### config.mk
export PLATFORM = sky130hd
export DESIGN_NAME = fifo_read_stream_adapter
export DESIGN_NICKNAME = d
export VERILOG_FILES = /design/src/rtl/fifo_stream_pkg.sv /design/src/rtl/stream_prefetch_buffer.sv /design/src/rtl/fifo_read_stream_adapter.sv
export SDC_FILE = /design/constraint.sdc
export NUM_CORES = 1
export LEC_CHECK = 0
export CAP_MARGIN = 30
export CELL_PAD_IN_SITES_DETAIL_PLACEMENT = 0
export CELL_PAD_IN_SITES_GLOBAL_PLACEMENT = 2
export CORE_UTILIZATION = 35
export CTS_BUF_LIST = sky130_fd_sc_hd__clkbuf_4
export CTS_CLUSTER_DIAMETER = 120
export DETAILED_ROUTE_END_ITERATION = 7
export PLACE_DENSITY_LB_ADDON = 0.1
export SLEW_MARGIN = 20
export SYNTH_ARGS = -nofsm -noshare
export SYNTH_HDL_FRONTEND = slang
export SYNTH_SLANG_ARGS = --single-unit
### constraint.sdc
create_clock -name rclk -period 10.7 [get_ports rclk]
set_clock_uncertainty 0.15 [all_clocks]
set_input_delay 2.14 -clock rclk [delete_from_list [all_inputs] [get_ports rclk]]
set_output_delay 2.14 -clock rclk [all_outputs]
set_load 0.01 [all_outputs]
### src/rtl/fifo_stream_pkg.sv
// Shared defaults, width helpers and pointer/occupancy types for the FIFO read-side
// stream adapter.
package fifo_stream_pkg;

    localparam int unsigned DEF_DATA_WIDTH = 8;
    localparam int unsigned DEF_CNT_WIDTH  = 16;
    localparam int unsigned DEF_BUF_DEPTH  = 3;
    localparam int unsigned DEF_RD_LATENCY = 1;

    function automatic int unsigned ptr_width(input int unsigned depth);
        return (depth > 32'd1) ? $clog2(depth) : 32'd1;
    endfunction

    function automatic int unsigned occ_width(input int unsigned depth);
        return $clog2(depth + 32'd1);
    endfunction

    typedef logic [ptr_width(DEF_BUF_DEPTH)-1:0] buf_ptr_t;
    typedef logic [occ_width(DEF_BUF_DEPTH)-1:0] buf_occ_t;

endpackage

### src/rtl/stream_prefetch_buffer.sv
// Circular prefetch store for the read stream adapter: head/tail/occupancy with
// push, pop and a synchronous clear that wins over a same-cycle push.
module stream_prefetch_buffer
    import fifo_stream_pkg::*;
#(
    parameter int unsigned DATA_WIDTH = DEF_DATA_WIDTH,
    parameter int unsigned BUF_DEPTH  = DEF_BUF_DEPTH,
    localparam int unsigned PTR_W     = ptr_width(BUF_DEPTH),
    localparam int unsigned OCC_W     = occ_width(BUF_DEPTH)
) (
    input  logic                  clk_i,
    input  logic                  rst_ni,
    input  logic                  clear_i,
    input  logic                  push_i,
    input  logic [DATA_WIDTH-1:0] push_data_i,
    input  logic                  pop_i,
    output logic [DATA_WIDTH-1:0] head_data_o,
    output logic [OCC_W-1:0]      occ_o,
    output logic                  valid_o
);

    localparam logic [PTR_W-1:0] LAST_PTR = PTR_W'(BUF_DEPTH - 32'd1);
    localparam logic [OCC_W-1:0] FULL_OCC = OCC_W'(BUF_DEPTH);

    logic [DATA_WIDTH-1:0] mem_q [BUF_DEPTH];
    logic [PTR_W-1:0]      head_q;
    logic [PTR_W-1:0]      head_d;
    logic [PTR_W-1:0]      tail_q;
    logic [PTR_W-1:0]      tail_d;
    logic [OCC_W-1:0]      occ_q;
    logic [OCC_W-1:0]      occ_d;
    logic                  push_s;
    logic                  pop_s;

    function automatic logic [PTR_W-1:0] ptr_inc(input logic [PTR_W-1:0] ptr);
        if (ptr == LAST_PTR) begin
            return {PTR_W{1'b0}};
        end else begin
            return ptr + PTR_W'(1);
        end
    endfunction

    // Qualify requests: pop needs a word, push needs a slot or a simultaneous pop.
    always_comb begin
        pop_s  = pop_i && (occ_q != {OCC_W{1'b0}});
        push_s = push_i && ((occ_q != FULL_OCC) || pop_s);
    end

    // Pointer and occupancy next-state; clear discards everything held.
    always_comb begin
        head_d = head_q;
        tail_d = tail_q;
        occ_d  = occ_q;
        if (clear_i) begin
            head_d = {PTR_W{1'b0}};
            tail_d = {PTR_W{1'b0}};
            occ_d  = {OCC_W{1'b0}};
        end else begin
            if (push_s) begin
                tail_d = ptr_inc(tail_q);
            end else begin
                tail_d = tail_q;
            end
            if (pop_s) begin
                head_d = ptr_inc(head_q);
            end else begin
                head_d = head_q;
            end
            occ_d = occ_q + OCC_W'(push_s) - OCC_W'(pop_s);
        end
    end

    // Pointer and occupancy registers.
    always_ff @(posedge clk_i or negedge rst_ni) begin
        if (!rst_ni) begin
            head_q <= {PTR_W{1'b0}};
            tail_q <= {PTR_W{1'b0}};
            occ_q  <= {OCC_W{1'b0}};
        end else begin
            head_q <= head_d;
            tail_q <= tail_d;
            occ_q  <= occ_d;
        end
    end

    // Storage write at the tail; cleared on reset so the head reads zero.
    always_ff @(posedge clk_i or negedge rst_ni) begin
        if (!rst_ni) begin
            for (int i = 0; i < int'(BUF_DEPTH); i++) begin
                mem_q[i] <= {DATA_WIDTH{1'b0}};
            end
        end else if (push_s && !clear_i) begin
            mem_q[tail_q] <= push_data_i;
        end
    end

    assign head_data_o = mem_q[head_q];
    assign occ_o       = occ_q;
    assign valid_o     = (occ_q != {OCC_W{1'b0}});

endmodule

### src/rtl/fifo_read_stream_adapter.sv
// Drains the async FIFO read port into a valid/ready stream, using read credits and
// an in-flight pipe so the FIFO read latency is hidden behind a prefetch buffer.
module fifo_read_stream_adapter
    import fifo_stream_pkg::*;
#(
    parameter int unsigned DATA_WIDTH = DEF_DATA_WIDTH,
    parameter int unsigned RD_LATENCY = DEF_RD_LATENCY,
    parameter int unsigned BUF_DEPTH  = DEF_BUF_DEPTH,
    parameter int unsigned CNT_WIDTH  = DEF_CNT_WIDTH
) (
    input  logic                  rclk,
    input  logic                  rrst_n,
    input  logic                  empty,
    output logic                  r_en,
    input  logic [DATA_WIDTH-1:0] data_out,
    output logic                  m_valid,
    input  logic                  m_ready,
    output logic [DATA_WIDTH-1:0] m_data,
    input  logic                  flush,
    output logic [CNT_WIDTH-1:0]  word_count,
    output logic [CNT_WIDTH-1:0]  drop_count
);

    localparam int unsigned OCC_W = occ_width(BUF_DEPTH);
    localparam int unsigned CRD_W = occ_width(BUF_DEPTH + RD_LATENCY);
    localparam int unsigned LAST  = RD_LATENCY - 32'd1;

    logic [RD_LATENCY-1:0] pipe_vld_q;
    logic [RD_LATENCY-1:0] pipe_vld_d;
    logic [RD_LATENCY-1:0] pipe_kill_q;
    logic [RD_LATENCY-1:0] pipe_kill_d;
    logic [CRD_W-1:0]      inflight_s;
    logic [CRD_W-1:0]      credit_used_s;
    logic [OCC_W-1:0]      occ_s;
    logic                  buf_valid_s;
    logic                  r_en_s;
    logic                  land_s;
    logic                  land_drop_s;
    logic                  push_s;
    logic                  pop_s;
    logic [CNT_WIDTH-1:0]  word_count_q;
    logic [CNT_WIDTH-1:0]  word_count_d;
    logic [CNT_WIDTH-1:0]  drop_count_q;
    logic [CNT_WIDTH-1:0]  drop_count_d;
    logic [CNT_WIDTH-1:0]  drop_inc_s;

    // Count reads issued whose data has not yet landed.
    always_comb begin
        inflight_s = {CRD_W{1'b0}};
        for (int i = 0; i < int'(RD_LATENCY); i++) begin
            inflight_s = inflight_s + CRD_W'(pipe_vld_q[i]);
        end
    end

    // Read only when the word is guaranteed a buffer slot; m_ready deliberately absent.
    always_comb begin
        credit_used_s = CRD_W'(occ_s) + inflight_s;
        r_en_s        = !empty && !flush && (credit_used_s < CRD_W'(BUF_DEPTH));
    end

    // Advance the in-flight pipe; a flush marks every word still travelling for discard.
    always_comb begin
        pipe_vld_d     = pipe_vld_q;
        pipe_kill_d    = pipe_kill_q;
        pipe_vld_d[0]  = r_en_s;
        pipe_kill_d[0] = 1'b0;
        for (int i = 1; i < int'(RD_LATENCY); i++) begin
            pipe_vld_d[i]  = pipe_vld_q[i-1];
            pipe_kill_d[i] = pipe_vld_q[i-1] && (pipe_kill_q[i-1] || flush);
        end
    end

    // Landing word is kept unless flushed now or tagged by an earlier flush.
    always_comb begin
        land_s      = pipe_vld_q[LAST];
        land_drop_s = land_s && (pipe_kill_q[LAST] || flush);
        push_s      = land_s && !land_drop_s;
        pop_s       = buf_valid_s && m_ready;
    end

    // Transfer and discard counters; a pop during flush counts as delivered, not dropped.
    always_comb begin
        word_count_d = word_count_q + CNT_WIDTH'(pop_s);
        if (flush) begin
            drop_inc_s = CNT_WIDTH'(occ_s) - CNT_WIDTH'(pop_s) + CNT_WIDTH'(land_drop_s);
        end else begin
            drop_inc_s = CNT_WIDTH'(land_drop_s);
        end
        drop_count_d = drop_count_q + drop_inc_s;
    end

    // Pipe and counter registers.
    always_ff @(posedge rclk or negedge rrst_n) begin
        if (!rrst_n) begin
            pipe_vld_q   <= {RD_LATENCY{1'b0}};
            pipe_kill_q  <= {RD_LATENCY{1'b0}};
            word_count_q <= {CNT_WIDTH{1'b0}};
            drop_count_q <= {CNT_WIDTH{1'b0}};
        end else begin
            pipe_vld_q   <= pipe_vld_d;
            pipe_kill_q  <= pipe_kill_d;
            word_count_q <= word_count_d;
            drop_count_q <= drop_count_d;
        end
    end

    stream_prefetch_buffer #(
        .DATA_WIDTH (DATA_WIDTH),
        .BUF_DEPTH  (BUF_DEPTH)
    ) u_buf (
        .clk_i       (rclk),
        .rst_ni      (rrst_n),
        .clear_i     (flush),
        .push_i      (push_s),
        .push_data_i (data_out),
        .pop_i       (pop_s),
        .head_data_o (m_data),
        .occ_o       (occ_s),
        .valid_o     (buf_valid_s)
    );

    assign r_en       = r_en_s;
    assign m_valid    = buf_valid_s;
    assign word_count = word_count_q;
    assign drop_count = drop_count_q;

endmodule

# Word level (Yosys, flattened, before mapping)
# Cells that the tools add are included.
[word_totals]
ff_bits = 63
in_bits = 13
[op_classes]
n_addsub = 9
n_lt_le_gt_ge = 4
n_eq_ne = 3
muxes = 14
n_bitwise = 2
n_reduce_logical = 16
[ops]
columns = ["operator", "n"]
rows = [
  ["bitwise mux 24 bit", 1],
  ["two-way mux 8 bit", 3],
  ["adder 16 x 1 -> 16 bit", 1],
  ["adder 16 bit", 1],
  ["binary-select mux 8 bit (select 2 bit)", 1],
  ["demux 8 bit (select 2 bit)", 1],
  ["two-way mux 16 bit", 1],
  ["two-way mux 2 bit", 7],
  ["logical AND 1 bit", 9],
  ["greater-or-equal comparator 3 bit, second input constant", 2],
  ["inverter 2 -> 3 bit", 2],
  ["nonzero test 2 bit", 3],
  ["adder 2 x 1 -> 2 bit, second input constant", 2],
  ["adder 3 x 2 -> 4 bit", 1],
  ["equality test 2 bit, second input constant", 2],
  ["adder 2 x 1 -> 3 bit", 1],
  ["logical NOT 1 bit", 3],
  ["< comparator 3 x 1 -> 1 bit, second input constant", 1],
  ["< comparator 3 x 2 -> 1 bit, second input constant", 1],
  ["subtractor 2 x 1 -> 3 bit", 1],
  ["adder 2 x 1 -> 2 bit", 1],
  ["inequality test 2 bit, second input constant", 1],
  ["subtractor 2 x 1 -> 2 bit", 1],
  ["logical OR 1 bit", 1],
]

# Logic depth before layout (Yosys ltp)
[depth]
ltp_word = 8
mapped_depth = 15

# Modules after synthesis
# From an unflattened synthesis, not the netlist that was laid out.
[unflattened]
cells_unflattened = 308
hier_area_um2 = 3493.4
[modules_own_cells]
columns = ["mod", "instances", "cells_each", "area_per_inst_um2"]
rows = [
  ["fifo_read_stream_adapter", 1, 197, 2013.2],
  ["stream_prefetch_buffer", 1, 111, 1480.2],
]

# Worst setup path after synthesis
# OpenSTA, ideal clock, no wires.
[synth_timing]
path_kind = "input to output"
start = "in flush"
end = "out r_en"
t_arrival_ps = 2995
t_required_ps = 8410
setup_slack_ps = 5415
cell_stages = 2
path_buffers = 1
cell_sequence = "clkbuf_1 -> a2111oi_0"
[synth_between]
elab_chain_cells = 3
[synth_lines]
columns = ["element", "line_no", "source"]
rows = [
  ["from (decl)", "fifo_read_stream_adapter.sv:19", "input logic flush,"],
  ["logical NOT 1 bit", "fifo_read_stream_adapter.sv:58", "r_en_s = !empty && !flush && (credit_used_s < CRD_W'(BUF_DEPTH));"],
  ["logical AND 1 bit (2 in series)", "fifo_read_stream_adapter.sv:58", ""],
  ["to (decl)", "fifo_read_stream_adapter.sv:14", "output logic r_en,"],
]
# Every way passes these cells.

# Final worst setup path
# Ends and elaborated chain as after synthesis.

==> flow_summary.ini <==
[status]
status = finished with violations
violations = DRC

[routing]
drt_iter0_drc = 40
avgRoutedWirePerCell_um = 14.2
ant_nets = 0
first_pass_iters = 6
wl_um = 6440
drc = 4
detail_route.vias_per_cell = 4.90
dr_total_vias = 2226

[synth]
netlist_area_mm2 = 0.00322
synthArstFlopShare_pct = 100
synth_seq_cells = 63
yosysTopAreaCell = dfrtp_1
syn_avg_cell_area_um2 = 11.6
yosysTopAreaCellShare_pct = 48.9
ys.warnings.count = 0
ys.flop_type = dfrtp_1
synth_edf_count = 0
synth_nets = 315
seq_area_frac_synth_pct = 48.9
syn_inst = 278
yosysUniqueCellTypes = 40
synth_area_leaders = dfrtp_1 49%, ha_1 8.9%, mux2_2 8.4%, xnor2_1 6.2%, nand2_1 2.8%

[global_route]
grt.total_usage_pct = 14.4
grt_pass1_vias = 2181
globalRouteOverflowTotal = 0
antenna_found_initial = 0
grt_pass1_wl_um = 10800
grt_max_degree = 64

[timing]
rsz0062_at_grt = false
period_minus_slack_ns = 6.18
achievable-frequency_mhz = 162
setup_tns_ns = 0
maxSlewHeadroom_pct = 45.1
final-max-slew-violation-count = 0
setup_viol = 0
period_share_pct = 57.8
worst_pin_slew_ns = 0.823
hold_viol = 0

[power]
cellPowerDensity_mw_per_mm2 = 257
power_leakage_nw = 1.86
peakVddDrop_uv = 110

[clock_network]
cts-root-buf = clkbuf_4
insertion_delay_ns = 0.39
cts_tree = done
post_cts_buffers = 0
htreeDepth = 3
clkSinkCount = 63
clkTransAtPathRegs_ns = 0.12
post_cts_resized = 0
cts-buffers-inserted = 9
hold_buffers = 0
cts.path.max_buffers = 2

[finish]
design_area_mm2 = 0.00406
diodes = 0
syn2layout_area_growth_pct = 25.8
layout-drive-gt1-share_pct = 14.5
fin_util_pct = 46.1
final_nets = 378

[floorplanning]
die-area_mm2 = 0.00960
io_pins = 55
core_mm2 = 0.00881
rows = 34
die_h_um = 98.0
initial_core_util_pct = 36.6
die_width_um = 98.0

[worst_hold_path]
hold_path.class = reg -> reg

[placement]
post_dp_cell_area_mm2 = 0.00389
place_hpwl_um = 4480
place_congestion = 0.755
port-buffer-count = 54

[critical_path]
crit_fanout = 11
crit_path_start_kind = input port
end_kind = output port
crit_required_ns = 8.41
worst_ep_arrival_time_ns = 3.89
path_class = in -> out

[job]
max_cap_violations = 0
==> worst max-delay path: stages <==
cell	delay, ns
clkdlybuf4s50_1	0.59
a2111oi_0	0.52
clkdlybuf4s50_1	0.65
==> cells by family after synthesis <==
| family | Yosys count | share of synthesized area [%] |
|---|---|---|
| and+or+nand+nor | 65 | 10.7 |
| DFF | 63 | 48.9 |
| AOI/OAI and AO/OA | 49 | 9.62 |
| xor gates and xnor gates | 33 | 8.96 |
| muxes | 32 | 10.9 |
| adders and majority gates | 24 | 9.55 |
| buffers and inverters | 12 | 1.44 |
==> layout by cell type, fill, tap and decap left out, types with 2 or more instances in the layout <==
| cell type | netlist | layout |
|---|---|---|
| nor2_1 | 11 | 11 |
| o21bai_1 | 2 | 2 |
| clkdlybuf4s50_1 | 0 | 53 |
| buf_4 | 0 | 2 |
| mux2_2 | 24 | 24 |
| a31oi_1 | 2 | 2 |
| a211oi_1 | 2 | 2 |
| xor2_1 | 10 | 10 |
| nand4_1 | 4 | 4 |
| mux2i_1 | 8 | 8 |
| dfrtp_1 | 63 | 63 |
| a21oi_1 | 16 | 16 |
| nor2b_1 | 2 | 2 |
| o211ai_1 | 2 | 2 |
| o21ai_0 | 13 | 13 |
| clkbuf_4 | 0 | 9 |
| xnor2_1 | 23 | 23 |
| ha_1 | 23 | 23 |
| and2_1 | 5 | 5 |
| inv_1 | 8 | 8 |
| nand3b_2 | 2 | 2 |
| clkinvlp_4 | 0 | 2 |
| a21o_1 | 5 | 5 |
| nand3_1 | 6 | 6 |
| bufinv_16 | 0 | 2 |
| nand2_1 | 24 | 24 |
| and3_1 | 4 | 4 |
==> where the power goes <==
group          switching (mW)  internal, mW
combinational           0.219         0.258
sequential             0.0599         0.319
clock                  0.0931        0.0951
total                   0.372         0.672
==> area by class of cell <==
type                    count  area (um^2)
clock inverters             7         96.3
fillers                   826         4750
flip-flops and latches     63         1580
repair buffers             56          551
inverters                   8         30.0
clock buffers               9         67.6
multi-input cells         203         1600
well taps                 108          135
==> synth_stat cells (4+ instances only) <==
master    n
a21o_1    5
a21oi_1  16
and2_1    5
and3_1    4
dfrtp_1  63
ha_1     23
inv_1     8
mux2_2   24
mux2i_1   8
nand2_1  24
nand3_1   6
nand4_1   4
nor2_1   11
o21ai_0  13
xnor2_1  23
xor2_1   10
==> layer usage <==
metal / GRT usage [%] / routed length (um)
met1: 20.0 / 3230
met2: 21.2 / 2820
met3: 3.36 / 299
met4: 6.64 / 87
met5: 0 / 0
==> final timing paths <==
| check | depth (start not counted) | to | slack (ns) | start |
|---|---|---|---|---|
| min in group asynchronous | 2 | land_s | 1.73 | rrst_n |
| worst min-delay path | 1 | word_count[15] | 0.33 | word_count[15] |
| max in group asynchronous | 2 | u_buf.mem_q[12] | 8.10 | rrst_n |
| worst max register to register | 14 | drop_count[13] | 6.99 | u_buf.occ_o[0] |
| worst min register to register | 1 | word_count[15] | 0.33 | word_count[15] |
| worst max-delay path | 3 | r_en | 4.52 | flush |
==> metrics by stage <==
| step | hold slack (ns) | cells | power [mW] | setup WS, ns |
|---|---|---|---|---|
| after detailed placement | 0.313 | 438 | 0.867 | 4.45 |
| final | 0.328 | 454 | 1.04 | 4.52 |
| after global placement | 0.309 | 437 | 0.870 | 4.59 |
| after floorplan | 0.329 | 278 | 0.669 | 5.41 |
| after global routing | 0.364 | 454 | 1.13 | 4.29 |
| after CTS | 0.333 | 454 | 1.06 | 4.44 |
==> sequential cells by signal, summed over array words and instances (netlist names) <==
name	cells
u_buf.mem_q	24
drop_count	16
word_count	16
u_buf.head_q	2
u_buf.occ_o	2
u_buf.tail_q	2
land_s	1
Power figures use the tool's default switching activity.
